==> config.mk <==
export PLATFORM = sky130hd
export DESIGN_NAME = paralelo_serial_tx
export DESIGN_NICKNAME = d
export VERILOG_FILES = /design/src/rtl/paralelo_serial_tx_pkg.sv /design/src/rtl/serializador_8b.sv /design/src/rtl/paralelo_serial_tx.sv
export SDC_FILE = /design/constraint.sdc
export NUM_CORES = 1
export LEC_CHECK = 0
export CORE_MARGIN = 4
export CORE_UTILIZATION = 47
export DETAILED_ROUTE_END_ITERATION = 7
export PLACE_DENSITY_LB_ADDON = 0.15
export SLEW_MARGIN = 20
export SYNTH_ARGS = -nofsm -noshare
export SYNTH_HDL_FRONTEND = slang
export SYNTH_HIERARCHICAL = 1
export SYNTH_SLANG_ARGS = --single-unit
export TNS_END_PERCENT = 50
==> constraint.sdc <==
create_clock -name clk_32f -period 1.9 [get_ports clk_32f]
set_input_delay 0.19 -clock clk_32f [delete_from_list [all_inputs] [get_ports clk_32f]]
set_output_delay 0.19 -clock clk_32f [all_outputs]
set_load 0.1 [all_outputs]
==> src/rtl/paralelo_serial_tx_pkg.sv <==
// Purpose: shared constants and state encoding for the parallel-to-serial link.
// Latency: n/a (declarations only).
// Backpressure: n/a.
// Also imported by the serial-to-parallel receiver benches so both ends agree
// on the comma byte, sync length and byte width.
package paralelo_serial_tx_pkg;

    localparam int                BYTE_W          = 8;
    localparam logic [BYTE_W-1:0] COMMA_BYTE      = 8'hBC;
    localparam int                SYNC_COMMAS_DEF = 4;

    typedef enum logic {
        ST_SYNC   = 1'b0,
        ST_ACTIVE = 1'b1
    } tx_state_t;

endpackage

==> src/rtl/serializador_8b.sv <==
// Purpose: 8-bit MSB-first shift register with free-running bit counter.
// Latency: byte on load_dat at a boundary edge appears on data_out over the next 8 edges.
// Backpressure: none; load_dat is always taken at a boundary, caller picks the byte.
// Ports:
//   clk_32f  - bit clock
//   reset    - synchronous active-high reset
//   load_dat - byte loaded into the shift register on a boundary edge
//   data_out - registered serial output (sr[7] of the previous cycle)
//   boundary - high in the cycle whose edge loads the next byte (bit_cnt==7)
module serializador_8b
    import paralelo_serial_tx_pkg::*;
#(
    parameter logic [BYTE_W-1:0] COMMA = COMMA_BYTE
) (
    input  logic              clk_32f,
    input  logic              reset,
    input  logic [BYTE_W-1:0] load_dat,
    output logic              data_out,
    output logic              boundary
);

    localparam int CNT_W = $clog2(BYTE_W);

    logic [BYTE_W-1:0] sr;
    logic [CNT_W-1:0]  bit_cnt;

    assign boundary = (bit_cnt == CNT_W'(BYTE_W - 1));

    always_ff @(posedge clk_32f) begin
        if (reset) begin
            // A comma is preloaded so the first edge after release sends its MSB.
            sr       <= COMMA;
            bit_cnt  <= '0;
            data_out <= 1'b0;
        end else begin
            data_out <= sr[BYTE_W-1];
            bit_cnt  <= bit_cnt + CNT_W'(1);
            if (boundary) begin
                sr <= load_dat;
            end else begin
                sr <= {sr[BYTE_W-2:0], 1'b0};
            end
        end
    end

endmodule

==> src/rtl/paralelo_serial_tx.sv <==
// Purpose: parallel-to-serial transmitter; sends SYNC_COMMAS commas, then user bytes or comma idle fill.
// Latency: 1 edge from byte acceptance to its MSB on data_out, 8 edges per byte.
// Backpressure: ready_out pulses one cycle per byte slot; data_in/valid_in ignored otherwise, no buffering.
// Ports:
//   clk_32f   - bit clock, all logic on rising edge
//   reset     - synchronous active-high reset, overrides everything
//   data_in   - byte to send, sampled when ready_out=1
//   valid_in  - data_in holds a real byte, sampled when ready_out=1
//   data_out  - registered serial line, MSB first
//   ready_out - byte-slot boundary, upstream byte consumed on this edge
//   active    - registered, high once the sync commas are out
//   err_comma - registered one-cycle pulse: a valid byte equal to COMMA was accepted
module paralelo_serial_tx
    import paralelo_serial_tx_pkg::*;
#(
    parameter logic [BYTE_W-1:0] COMMA       = COMMA_BYTE,
    parameter int                SYNC_COMMAS = SYNC_COMMAS_DEF
) (
    input  logic              clk_32f,
    input  logic              reset,
    input  logic [BYTE_W-1:0] data_in,
    input  logic              valid_in,
    output logic              data_out,
    output logic              ready_out,
    output logic              active,
    output logic              err_comma
);

    localparam int               CC_W      = $clog2(SYNC_COMMAS + 1);
    localparam logic [CC_W-1:0]  LAST_SYNC = CC_W'(SYNC_COMMAS - 1);

    tx_state_t         state;
    tx_state_t         state_nxt;
    logic [CC_W-1:0]   comma_cnt;
    logic              boundary;
    logic [BYTE_W-1:0] load_dat;
    logic              err_nxt;

    serializador_8b #(
        .COMMA (COMMA)
    ) u_ser (
        .clk_32f  (clk_32f),
        .reset    (reset),
        .load_dat (load_dat),
        .data_out (data_out),
        .boundary (boundary)
    );

    // State register plus the registered status outputs.
    always_ff @(posedge clk_32f) begin
        if (reset) begin
            state     <= ST_SYNC;
            comma_cnt <= '0;
            active    <= 1'b0;
            err_comma <= 1'b0;
        end else begin
            state     <= state_nxt;
            active    <= (state_nxt == ST_ACTIVE);
            err_comma <= err_nxt;
            if (state == ST_SYNC && boundary) begin
                comma_cnt <= comma_cnt + CC_W'(1);
            end
        end
    end

    // Next state: SYNC is left only after the last sync comma boundary; ACTIVE is sticky.
    always_comb begin
        state_nxt = state;
        if (state == ST_SYNC && boundary && comma_cnt == LAST_SYNC) begin
            state_nxt = ST_ACTIVE;
        end
    end

    // Outputs: byte selection and handshake. A valid byte equal to COMMA is
    // still sent as a comma (indistinguishable on the line) but flagged.
    always_comb begin
        ready_out = (state == ST_ACTIVE) && boundary;
        load_dat  = COMMA;
        err_nxt   = 1'b0;
        if (ready_out && valid_in) begin
            load_dat = data_in;
            err_nxt  = (data_in == COMMA);
        end
    end

endmodule

Yosys cells after proc, flatten, opt, wreduce, memory -nomap -nowiden:

Index checks and enable logic that the tools add are counted.

* muxes and demuxes: 2
* reductions and logical operators: 6
* bitwise operators: 3
* add/subtract/negate cells: 2
* equality and inequality tests: 3

Operators with widths (number)
* 8-bit two-way mux: 2
* 8-bit == test, second input constant: 1
* 3-bit by 1-bit adder with 3-bit output, second input constant: 2
* 1-bit logical AND: 4
* 3-bit by 2-bit == test with 1-bit output, second input constant: 1
* 3-bit == test, second input constant: 1
* 1-bit NOT: 3
* 3-bit OR reduction: 1
* 2-bit OR reduction: 1

* input bits: 11
* output and inout bits: 4
* register bits after elaboration: 17

Longest topological paths before layout:

Gate-level depths: netlist (run 1).

* depth in word-level cells: 5
* mapped depth: 7
* gate-level depth less buffers: 6

Hierarchy:

Netlist (run 1), hierarchy kept.

By module, submodules not included
* serializador_8b: sequential area each 240.2 µm², instances 1, cells an instance 35, area an instance 425.4 µm²
* paralelo_serial_tx: sequential area each 100.1 µm², instances 1, cells an instance 31, area an instance 280.3 µm²

Worst setup path after synthesis (run 1):

OpenSTA, ideal clock, no wires.

* path type: reg-to-output
* start point: reg state
* end point: out ready_out
* cell stages (with the launch flop): 2
* data required time: 1710 ps
* buffers on the path: 0
* arrival: 1835 ps
* slack: -125 ps
* path through: dfxtp_1 > and2_1

* cells in the longest elaborated chain, start to end: 1

Ends and longest elaborated chain
* from (decl): line paralelo_serial_tx.sv:32 `tx_state_t state;`
* from (signal assigned): line paralelo_serial_tx.sv:57 `state <= state_nxt;`
* 1-bit logical AND: line paralelo_serial_tx.sv:77 `ready_out = (state == ST_ACTIVE) && boundary;`
* to (decl): line paralelo_serial_tx.sv:24 `output logic ready_out,`

No other way between the ends.

Worst setup path in the final report (run 1):

* start point: reg u_ser.bit_cnt[0]
* end point: out ready_out

* cells in the longest elaborated chain, start to end: 2

Ends and longest elaborated chain
* from (decl): line serializador_8b.sv:25 `logic [CNT_W-1:0] bit_cnt;`
* from (signal assigned): line serializador_8b.sv:37 `bit_cnt <= bit_cnt + CNT_W'(1);`
* 3-bit == test: line serializador_8b.sv:27 `assign boundary = (bit_cnt == CNT_W'(BYTE_W - 1));`
* via boundary: line paralelo_serial_tx.sv:35 `logic boundary;`
* 1-bit logical AND: line paralelo_serial_tx.sv:77

The timed path passes the listed nets, and every way through them passes these cells.

==> summary by stage, run 1 <==
Timing
Adding up every negative setup slack in the final design gives 0 ps. The actual transition at the worst max-transition pin is 279 ps. The final critical path takes up 92.4% of the cycle.

In this run the tightest slew margin relative to its limit is roughly four fifths. On the final layout, the worst clock skew is 0.629 ps. The highest clock frequency the design can meet is 569 MHz.

Setup repair after global routing left no endpoint under its margin. The post-layout minimum cycle time is between 1500 and 2000 ps. Setup violations remaining at the end of the flow were counted as 0. The number of hold violations in the final report is 0. The max-slew violation total from the final report is 0.

Power and ir drop
For this design the total switching power over the nets is 0.133 mW. The clock network fraction of total power is 29.4%. The internal power of the cells totals 0.488 mW.

The power density over the cells is about 700 nW/um2. The net switching share of the total power is 21.4%. Combinational logic burns 10.4% of the power. The power after layout is 0.621 mW. The worst-case IR drop observed on VDD is 0.457 mV.

The part of the power in registers is 60.2%. The static power due to leakage is 0.363 nW.

Worst setup path
The data required time of the worst path is 1710 ps. STA classifies the critical path startpoint as a flop. The arrival time reported for the critical path endpoint is 1570 ps. The type of the setup path with the least slack is reg -> out. Along the worst path, the maximum fanout reaches 16.

The category of the worst setup path capture point is an output pin.

Floorplan
The initial core utilization is a little over half. 15 I/O pins were placed. The core region area is ~1400 um2. The width of the die is roughly 47 um. The number of core rows is 13.

The die area is 2190 um2. The vertical die dimension is 46.8 um.

CTS
For this design, the sink count on the clock tree is 17. The maximum level of the CTS H-tree is 1. The post-cts sizing count is 0. The total clock buffers created by CTS is 3. The clock tree buffer depth is 2. In this run the clock root is driven by a sky130_fd_sc_hd__clkbuf_4. The number of buffers inserted by post-CTS setup repair is 0. For this design, the CTS-stage hold fixing added 0 buffers. The CTS tree is done. After clock tree synthesis, the clock-pin slew on the worst setup and hold paths is 90 ps. The clock reaches the later pin of the worst-skew pair after approximately 280 ps.

Layout
The number of antenna diodes in the final layout is 0. In the layout the commonest cells are 17 x sky130_fd_sc_hd__dfxtp_1, 10 x sky130_fd_sc_hd__clkdlybuf4s50_1, 7 x sky130_fd_sc_hd__nor2_1, 6 x sky130_fd_sc_hd__nor2b_1. The summed area of non-filler cells in the final layout is 888 um2. The final layout net count is about 100. The leading cell type in the layout, fill and taps excluded is sky130_fd_sc_hd__dfxtp_1. The post-route netlist has approximately a fifth of its cells at a drive strength greater than 1. At the end of the flow the core is filled with cells to 65.8%.

The area growth from synthesis to final layout is 25.9%.

Job
Max-cap violations in this run came to 0.

Yosys
The sequential-to-total area share from yosys stat is 48.2%. The fraction of registers with async set/reset is 0%. The number of enable-type register cells in the synthesized netlist is 0. The count of mapped cells out of synthesis is 66. Counting flops and latches in the post-synthesis netlist gives 17. Synthesis produced a netlist with a net count of 81. The number of distinct standard cells referenced by the synthesized netlist is 21. The synthesis warning total is 6. The area of the mapped netlist is just over 700 um2.

After synthesis, the mean cell area works out to 10.7 um2. Among all flip-flop cells after synthesis, the most frequent one is sky130_fd_sc_hd__dfxtp_1.

Global routing
The remaining global-route overflow is 0. The largest net degree at the start of global routing is 17. The number of global-route vias before repair is around 470.

The number of antenna violations at the first check in global routing is 0. The first-pass GRT wire length is around 2000 um. The total routing resource utilization after global routing is 13.2%.

Routing
The number of detailed-routing iterations run before antenna repair is 4. In the routed layout, each cell is associated on average with a via count of 4.81. The count of nets left with antenna violations after detail routing is 0. The final layout contains routed wiring with a total length of 1130 um.

The final route contains between 400 and 500 vias. The wire length per cell after detailed routing is 11.5 um. For this run, design rule violations remaining after detail routing come to 0. The DRC marker count from the first detailed-route iteration is 6.

Placement
Summing all placed instances gives a cell area of 862 um2. The congestion estimate from routability-driven global placement came to ~0.70. The post-DP HPWL is 893 um. The number of port buffers is 14.

Run status
The flow ran to the end, and the final reports show no timing, DRC or antenna violations.

Min path
The path class of the tightest hold or removal check is reg -> reg.
==> critical path, cell delays in order (launching register included) <==
cell	delay [ps]
sky130_fd_sc_hd__dfxtp_1	320
sky130_fd_sc_hd__ha_1	190
sky130_fd_sc_hd__ha_1	190
sky130_fd_sc_hd__buf_4	200
sky130_fd_sc_hd__and2_2	220
sky130_fd_sc_hd__buf_12	160
==> layer usage <==
metal | vias to the layer above | GRT usage (%) | part of all wire [%]
met3 | 0 | 5.75 | 6.8
met1 | 204 | 17.6 | 46
met2 | 11 | 19.8 | 47
met5 | - | 0 | 0
met4 | 0 | 3.31 | 0
li1 | 256 | - | -
==> final timing paths <==
path                                                   from                           to  slack [ps]  depth (start not counted)
worst max-delay path            u_ser/bit_cnt[0]$_SDFF_PP0_                    ready_out         140                          5
worst min-delay path            u_ser/bit_cnt[0]$_SDFF_PP0_  u_ser/bit_cnt[0]$_SDFF_PP0_         430                          1
worst max register to register  u_ser/bit_cnt[0]$_SDFF_PP0_       u_ser/sr[4]$_SDFF_PP1_         420                          5
worst min register to register  u_ser/bit_cnt[0]$_SDFF_PP0_  u_ser/bit_cnt[0]$_SDFF_PP0_         430                          1
==> area by class of cell <==
class,count,area (um2)
multi-input combinational,45,342
tap,15,18.8
inverter,1,3.75
clock buffer,4,26.3
fill,108,462
timing repair buffer,16,158
sequential,17,340
==> cells by family after synthesis <==
logic type	Yosys count	share of synthesized area, %
buf+inv	4	3.55
simple gates	30	27.1
mux	3	4.26
fa+ha+maj	4	7.09
xor+xnor	1	1.24
flops	17	48.2
compound gates	7	8.51
==> power groups by stage <==
stage / clock network (mW) / logic (mW) / registers, mW
after floorplan: 0 / 0.0230 / 0.392
after global placement: 0 / 0.0649 / 0.382
after detailed placement: 0 / 0.0649 / 0.382
after CTS: 0.195 / 0.0652 / 0.374
after global routing: 0.213 / 0.0715 / 0.375
final: 0.183 / 0.0646 / 0.373
==> flip-flops by register name, indices dropped and copies added (netlist names) <==
signal and flops:
u_ser/data_out 1, u_ser/bit_cnt 3, err_comma 1, u_ser/sr 8, comma_cnt 3, state 1
==> synthesized netlist by cell type, types with 2 or more instances <==
library cell	instances	area [um2]
sky130_fd_sc_hd__nand4b_1	2	17.5
sky130_fd_sc_hd__a211o_1	2	17.5
sky130_fd_sc_hd__buf_2	2	10.0
sky130_fd_sc_hd__nand2b_1	5	31.3
sky130_fd_sc_hd__nor2b_1	6	37.5
sky130_fd_sc_hd__and2_1	4	25.0
sky130_fd_sc_hd__a211o_2	3	30.0
sky130_fd_sc_hd__mux2i_1	3	30.0
sky130_fd_sc_hd__nor2_1	7	26.3
sky130_fd_sc_hd__ha_1	4	50.1
sky130_fd_sc_hd__dfxtp_1	17	340
sky130_fd_sc_hd__nor2b_2	2	17.5
==> through the flow <==
step	instances	hold slack (ps)	setup slack, ps
2_1_floorplan	66	261	33.0
3_3_place_gp	94	410	402
3_5_place_dp	94	418	385
4_1_cts	98	432	116
5_1_grt	98	453	71.5
6_report	98	427	144
No activity file was read; power rests on OpenSTA's default activity.
==> inputs of run 2 (changes only) <==
--- a/config.mk
+++ b/config.mk
@@ -9,4 +9,5 @@
 export CORE_UTILIZATION = 47
 export DETAILED_ROUTE_END_ITERATION = 7
+export GPL_TIMING_DRIVEN = 0
 export PLACE_DENSITY_LB_ADDON = 0.15
 export SLEW_MARGIN = 20
==> constraint.sdc (replaced) <==
create_clock -name clk_32f -period 1.9 [get_ports clk_32f]
set_input_delay 0.285 -clock clk_32f [delete_from_list [all_inputs] [get_ports clk_32f]]
set_output_delay 0.285 -clock clk_32f [all_outputs]
set_load 0.1 [all_outputs]
==> run 2 against run 1 <==
Effect of this change:
- flip-flop and latch count unchanged
- design area unchanged
- worst setup slack lost 49 ps
- largest cell class unchanged
- first-iteration DRC count rose by 120%
- critical path depth shrank 4
- sequential share of layout area is the same
- global-route usage down 0.94 points
- via count increased by 4.9%
- die area unchanged
- highest routed layer unchanged
==> summary by stage, run 2 (synthesized netlist as in run 1, its figures left out) <==
Run status
The flow ran to the end, and the final reports show no timing, DRC or antenna violations.

Worst setup path
Together, buffers and inverters on the worst path number 1. STA classifies the critical path endpoint as an output pin. The largest stage delay on the critical path is 870 ps. The slowest cell on the critical path is sky130_fd_sc_hd__dlygate4sd2_1. The arrival time reported for the critical path endpoint is 1520 ps. STA classifies the critical path startpoint as a flop.

The type of the setup path with the least slack is reg -> out. The data required time of the worst path is 1620 ps. Traced cell by cell, the critical path runs through dlygate4sd2_1. The worst-path maximum fanout is 5. The critical path's top delay family is buffers and inverters.

Placement
The placed instances occupy a cell area of around 870 um2. The final RePlAce weighted congestion is 0.679. The number of port buffers is 14.

Routing
The wire length per cell after detailed routing is about 12 um. Once detail routing completed, the nets flagged for antenna violations numbered 0. The number of vias after detailed routing is between 400 and 500. The detailed router finished its first iteration with 13 violations. The first detailed-routing pass ran for 4 iterations. The remaining design rule violation count is 0. The detail-routed via count per cell is 4.99.

For this block, the routed nets add up to 1170 um of wire.

Timing
The headroom to the max-slew limit is 36.8%. Of the available clock period, the critical path in the final layout requires 95.0%. Clock skew on the completed layout was measured at 7.46 ps.

The actual transition at the worst max-transition pin is 951 ps. The highest clock frequency the design can meet is 554 MHz. Setup repair after global routing left no endpoint under its margin. The number of hold violations in the final report is 0. The total negative slack for setup checks is 0 ps. The number of failing setup endpoints in the final timing report is 0.

The max-slew violation total from the final report came to 0. After layout, the minimum clock period comes to 1810 ps.

Job
The number of maximum-capacitance violations is 0.

Layout
The register with the highest flop count is u_ser/sr. The top cell types in the final layout, fill and taps aside, are 17 x sky130_fd_sc_hd__dfxtp_1, 10 x sky130_fd_sc_hd__clkdlybuf4s50_1, 7 x sky130_fd_sc_hd__nor2_1, 6 x sky130_fd_sc_hd__nor2b_1, 5 x sky130_fd_sc_hd__nand2b_1. The final layout contains 100 nets. The finished cells cover a little under 900 um2. The fraction of layout instances using a drive strength above 1 is 19.0%.

Across the whole layout, storage elements account for 340 um2. 0 antenna diodes ended up in the layout. The leading cell type in the layout, fill and taps excluded is sky130_fd_sc_hd__dfxtp_1.

The layout filler cell count is 115. The number of flip-flops under the largest register name is 8. The largest registers in the layout are u_ser/sr x8, comma_cnt x3, u_ser/bit_cnt x3.

Summing all multi-input logic gate instances after layout gives 344 um2. The area growth from synthesis to layout is 25.9%.

Floorplan
The number of core rows is 13. The total area inside the core boundary comes to 1350 um2. The number of top-level pins is 15.

Measured along the x axis, the die boundary spans between 40 and 50 um. The die covers 2190 um2. The initial core utilization is a little over half. The vertical die dimension is 46.8 um.

CTS
The total clock buffers created by CTS is 3. The clock-pin transition on the worst setup and hold timing paths is 90 ps. The CTS tree is done. CTS built an H-tree with a depth of 1. The CTS root buffer is sky130_fd_sc_hd__clkbuf_4. The clock tree buffer depth is 2.

Clock latency on the worst-skew pair, taken at its later pin, is about 280 ps. The number of sinks handled by clock tree synthesis is 17. The total of hold buffers inserted after clock tree synthesis is 0.

Power and ir drop
The analysis attributes to cell leakage a power of 0.369 nW. Overall power consumption after layout is estimated at 0.628 mW. The worst voltage drop across the vdd grid is between 0.5 and 0.6 mV. For this design the ratio of total power to cell area is 707 nW/um2.

Global routing
Global routing finished with a remaining overflow of 0. The total routing resource utilization after global routing is 12.3%. The number of antenna violations at the first check in global routing came to 0.

The number of global-route vias before repair is between 400 and 500. The first-pass GRT wire length is 1840 um. Entering global routing, the biggest net connects 11 pins.

Min path
The kind of path behind the tightest hold check is reg -> reg.
-- run 2: cell types whose count changed in the layout (fill, tap and decap cells not counted), sizes merged --
cell	previous run	this run
buf	6	3
clkbuf	4	5
dlygate4sd2	0	3
-- run 2: metrics by stage --
step / utilization (%) / instances / hold slack, ps / worst slack (ps)
6_report: 65.8 / 99 / 423 / 94.5
5_1_grt: 65.8 / 99 / 463 / 4.90
4_1_cts: 65.4 / 99 / 428 / -73.8
3_5_place_dp: 64.1 / 95 / 415 / -467
3_3_place_gp: 64.1 / 95 / 406 / -447
2_1_floorplan: - / 66 / 356 / 19.6
-- run 2: what timing repair did --
item,CTS,global route
buffers inserted,0,0
setup endpoints to repair,4,1
gates resized for setup,8,2
-- run 2: final cells by class --
| class | count | share of cell area (%) |
|---|---|---|
| Inverter | 1 | 0.423 |
| Buffer | 3 | 2.39 |
| Sequential cell | 17 | 38.3 |
| Clock buffer | 4 | 2.96 |
| Tap cell | 15 | 2.11 |
| Timing Repair Buffer | 14 | 15.1 |
| Multi-Input combinational cell | 45 | 38.7 |
-- run 2: final timing paths --
kind	slack, ps	endpoint	cells after the start	startpoint
worst min register to register	420	u_ser/bit_cnt[0]$_SDFF_PP0_	1	u_ser/bit_cnt[0]$_SDFF_PP0_
worst min-delay path	420	u_ser/bit_cnt[0]$_SDFF_PP0_	1	u_ser/bit_cnt[0]$_SDFF_PP0_
worst max register to register	300	u_ser/sr[7]$_SDFF_PP1_	6	u_ser/bit_cnt[0]$_SDFF_PP0_
worst max-delay path	90	active	1	state$_SDFFE_PP0P_
-- run 2: power breakdown --
part	switching, mW	internal (mW)	total (mW)
registers	0.00337	0.370	0.373
clock network	0.108	0.0814	0.190
logic	0.0290	0.0357	0.0648
-- run 2: routing by layer --
layer / vias up / wire (um) / GRT usage, %
met2: 9 / 518 / 19.2
met3: 0 / 77 / 4.60
li1: 258 / - / -
met5: - / 0 / 0
met4: 0 / 0 / 4.97
met1: 227 / 572 / 15.2
==> inputs of run 3 (changes only) <==
--- a/config.mk
+++ b/config.mk
@@ -11,4 +11,5 @@
 export GPL_TIMING_DRIVEN = 0
 export PLACE_DENSITY_LB_ADDON = 0.15
+export SKIP_LAST_GASP = 1
 export SLEW_MARGIN = 20
 export SYNTH_ARGS = -nofsm -noshare
==> constraint.sdc (replaced) <==
create_clock -name clk_32f -period 1.9 [get_ports clk_32f]
set_input_delay 0.285 -clock clk_32f [delete_from_list [all_inputs] [get_ports clk_32f]]
set_output_delay 0.285 -clock clk_32f [all_outputs]
set_load 0.05 [all_outputs]
==> run 3 against run 2 <==
Effect of this change:
- combinational power decreased by 6.6%
- sequential power about the same
- worst hold slack improved by 9.0 ps
- clock skew decreased by 1.8 ps
- flip-flop and latch count unchanged
- design area unchanged
- critical path depth unchanged
- clock power about the same
- routed wire length increased by 6.3%
- power decreased by 0.35%
- worst setup slack improved by 40 ps
- highest routed layer is now met4
==> summary by stage, run 3 (synthesized netlist as in run 1, its figures left out) <==
Layout
The register with the most flip-flops in the final layout is u_ser/sr. The area growth from synthesis to final layout is 25.9%. The area of the multi-input gates is 343 um2. The number of flip-flops under the largest register name is 8. The core occupancy in the finished layout is 65.8%. The count of inserted antenna diode cells is 0. The layout filler cell count is between 100 and 150. The fraction of layout instances using a drive strength above 1 is between 10% and 20%. In the layout the commonest cells are 17 x sky130_fd_sc_hd__dfxtp_1, 13 x sky130_fd_sc_hd__clkdlybuf4s50_1, 7 x sky130_fd_sc_hd__nor2_1, 6 x sky130_fd_sc_hd__nor2b_1, 5 x sky130_fd_sc_hd__nand2b_1. Summing all flip-flop and latch instances after layout gives 340 um2. The final layout net count is 100. The leading cell type in the layout, fill and taps excluded is sky130_fd_sc_hd__dfxtp_1. In the final layout, the registers with the most flip-flops are u_ser/sr x8, comma_cnt x3, u_ser/bit_cnt x3.

Power and ir drop
The power after layout is 0.625 mW. Dividing total power by cell area gives a power density of 704 nW/um2. Across the VDD grid, the largest voltage drop is 0.401 mV. The static power due to leakage is roughly 0.36 nW. Of the total power, the share spent switching nets is a little over a fifth. The switching component of the power is 0.137 mW. The share of total power dissipated in the clock network is 30.6%. The share of total power dissipated in combinational logic is 9.7%. The internal power of the cells totals 0.489 mW. The part of the power in registers is 59.8%.

Global routing
Global routing used 14.8% of the available tracks across all layers. The number of antenna violations at the first check in global routing is 0. The largest net degree at the start of global routing is 11. The remaining global-route overflow is 0.

The number of global-route vias before repair was 478. The first global-routing pass estimated 2080 um of wire.

CTS
Counting every sink on the clock net gives 17. The clock latency at the later pin of the worst-skew pair is 290 ps. After clock tree synthesis, the clock-pin slew on the worst setup and hold paths is 90 ps.

The maximum level of the CTS H-tree is 1. The CTS tree is done. The total of hold buffers inserted after clock tree synthesis is 0. The tree is rooted in a sky130_fd_sc_hd__clkbuf_4.

In this run the deepest clock path goes through 2 buffers. The total clock buffers created by CTS is 3.

Floorplan
Row generation in the floorplan step produced 13 rows. The width of the die is 46.8 um. For this design the top-level I/O count stands at 15.

The die is around 47 um tall. The total area inside the core boundary comes to 1350 um2. The initial core utilization is 52.3%.

The die area is about 2200 um2.

Timing
The highest clock frequency the design can meet is 566 MHz. The worst path uses 92.9% of the clock period. The number of hold violations in the final report came to 0. The worst hold slack across all endpoints is around 430 ps. Setup repair after global routing left no endpoint under its margin. The max-slew violation total from the final report was 0. Headroom to the max-slew limit came out at 67.2%. Setup violations remaining at the end of the flow were counted as 0.

The actual transition at the worst max-transition pin is 490 ps. Counting I/O delays and the setup requirement, the final critical path takes 1770 ps. Once routing completed, OpenROAD measured the worst setup slack at 134 ps.

After routing, the total negative slack on setup checks comes to 0 ps. The setup skew after layout is 5.63 ps.

Routing
The count of nets left with antenna violations after detail routing is 0. The wire length per cell after detailed routing is around 13 um. The number of detailed-routing iterations run before antenna repair is 3. The remaining design rule violation count is 0. The final layout contains routed wiring with a total length of 1240 um. The DRC marker count from the first detailed-route iteration is 10.

Using the TritonRoute via totals, the vias-per-cell ratio works out to 5.04. The number of vias after detailed routing is ~500.

Run status
The flow ran to the end, and the final reports show no timing, DRC or antenna violations.

Worst setup path
STA classifies the critical path startpoint as a flop. The signal on the critical path passes through clkdlybuf4s50_1. In this design, the stage delay of the slowest critical-path cell is 820 ps.

The slowest stage of the critical path is the sky130_fd_sc_hd__clkdlybuf4s50_1 cell. The critical path starts at state$_SDFFE_PP0P_. The number of buffer and inverter stages on the critical path is 1. The startpoint identified for the worst register-to-register timing path is u_ser/bit_cnt[0]$_SDFF_PP0_. The worst-path maximum fanout is 5. At the worst endpoint, the arrival time is 1480 ps. STA classifies the critical path endpoint as an output pin. The data required time of the worst path is 1620 ps. By startpoint and endpoint, the worst setup path is classified as reg -> out. The critical path's top delay family is buffers and inverters.

Placement
The number of port buffers is 14. The pre-CTS setup slack is -120 ps. The post-DP HPWL is 942 um. The final RePlAce weighted congestion is 0.709.

Job
The number of maximum-capacitance violations is 0.

Min path
The startpoint identified for the worst hold timing path is u_ser/bit_cnt[0]$_SDFF_PP0_. The kind of path behind the tightest hold check is reg -> reg.
[run 3: repair_timing]
| item | CTS | global route |
|---|---|---|
| endpoints found under the hold margin | 0 | 0 |
| buffers inserted | 0 | 0 |
| gates resized for setup | 5 | 1 |
| setup endpoints to repair | 1 | 1 |
| pin swaps | 0 | 0 |
[run 3: final timing paths]
path                                  to  slack (ps)  depth (start not counted)
max                               active         130                          1
min          u_ser/bit_cnt[0]$_SDFF_PP0_         430                          1
max reg2reg       u_ser/sr[7]$_SDFF_PP1_         290                          6
min reg2reg  u_ser/bit_cnt[0]$_SDFF_PP0_         430                          1
[run 3: area by class of cell]
type,count,share of cell area [%]
multi-input combinational,45,38.6
sequential,17,38.3
timing repair buffer,14,15.2
clock buffer,4,2.96
buffer,3,2.39
tap,15,2.11
inverter,1,0.423
[run 3: through the flow]
stage / cells / instance area, um2
3_3_place_gp: 95 / 865
3_5_place_dp: 95 / 865
2_1_floorplan: 66 / 706
4_1_cts: 99 / 893
5_1_grt: 99 / 888
6_report: 99 / 888
[run 3: metal layers]
layer / vias to the layer above / wire length (um) / global-route usage [%]
li1: 261 / - / -
met1: 223 / 584 / 16.9
met2: 10 / 550 / 22.3
met3: 5 / 56 / 4.60
met4: 0 / 49 / 13.3
met5: - / 0 / 0
[run 3: power groups by stage]
stage          clock network [mW]  logic [mW]  registers (mW)
3_3_place_gp                    0      0.0589           0.381
4_1_cts                     0.198      0.0614           0.374
6_report                    0.191      0.0605           0.374
2_1_floorplan                   0      0.0230           0.386
3_5_place_dp                    0      0.0604           0.382
5_1_grt                     0.216      0.0668           0.376
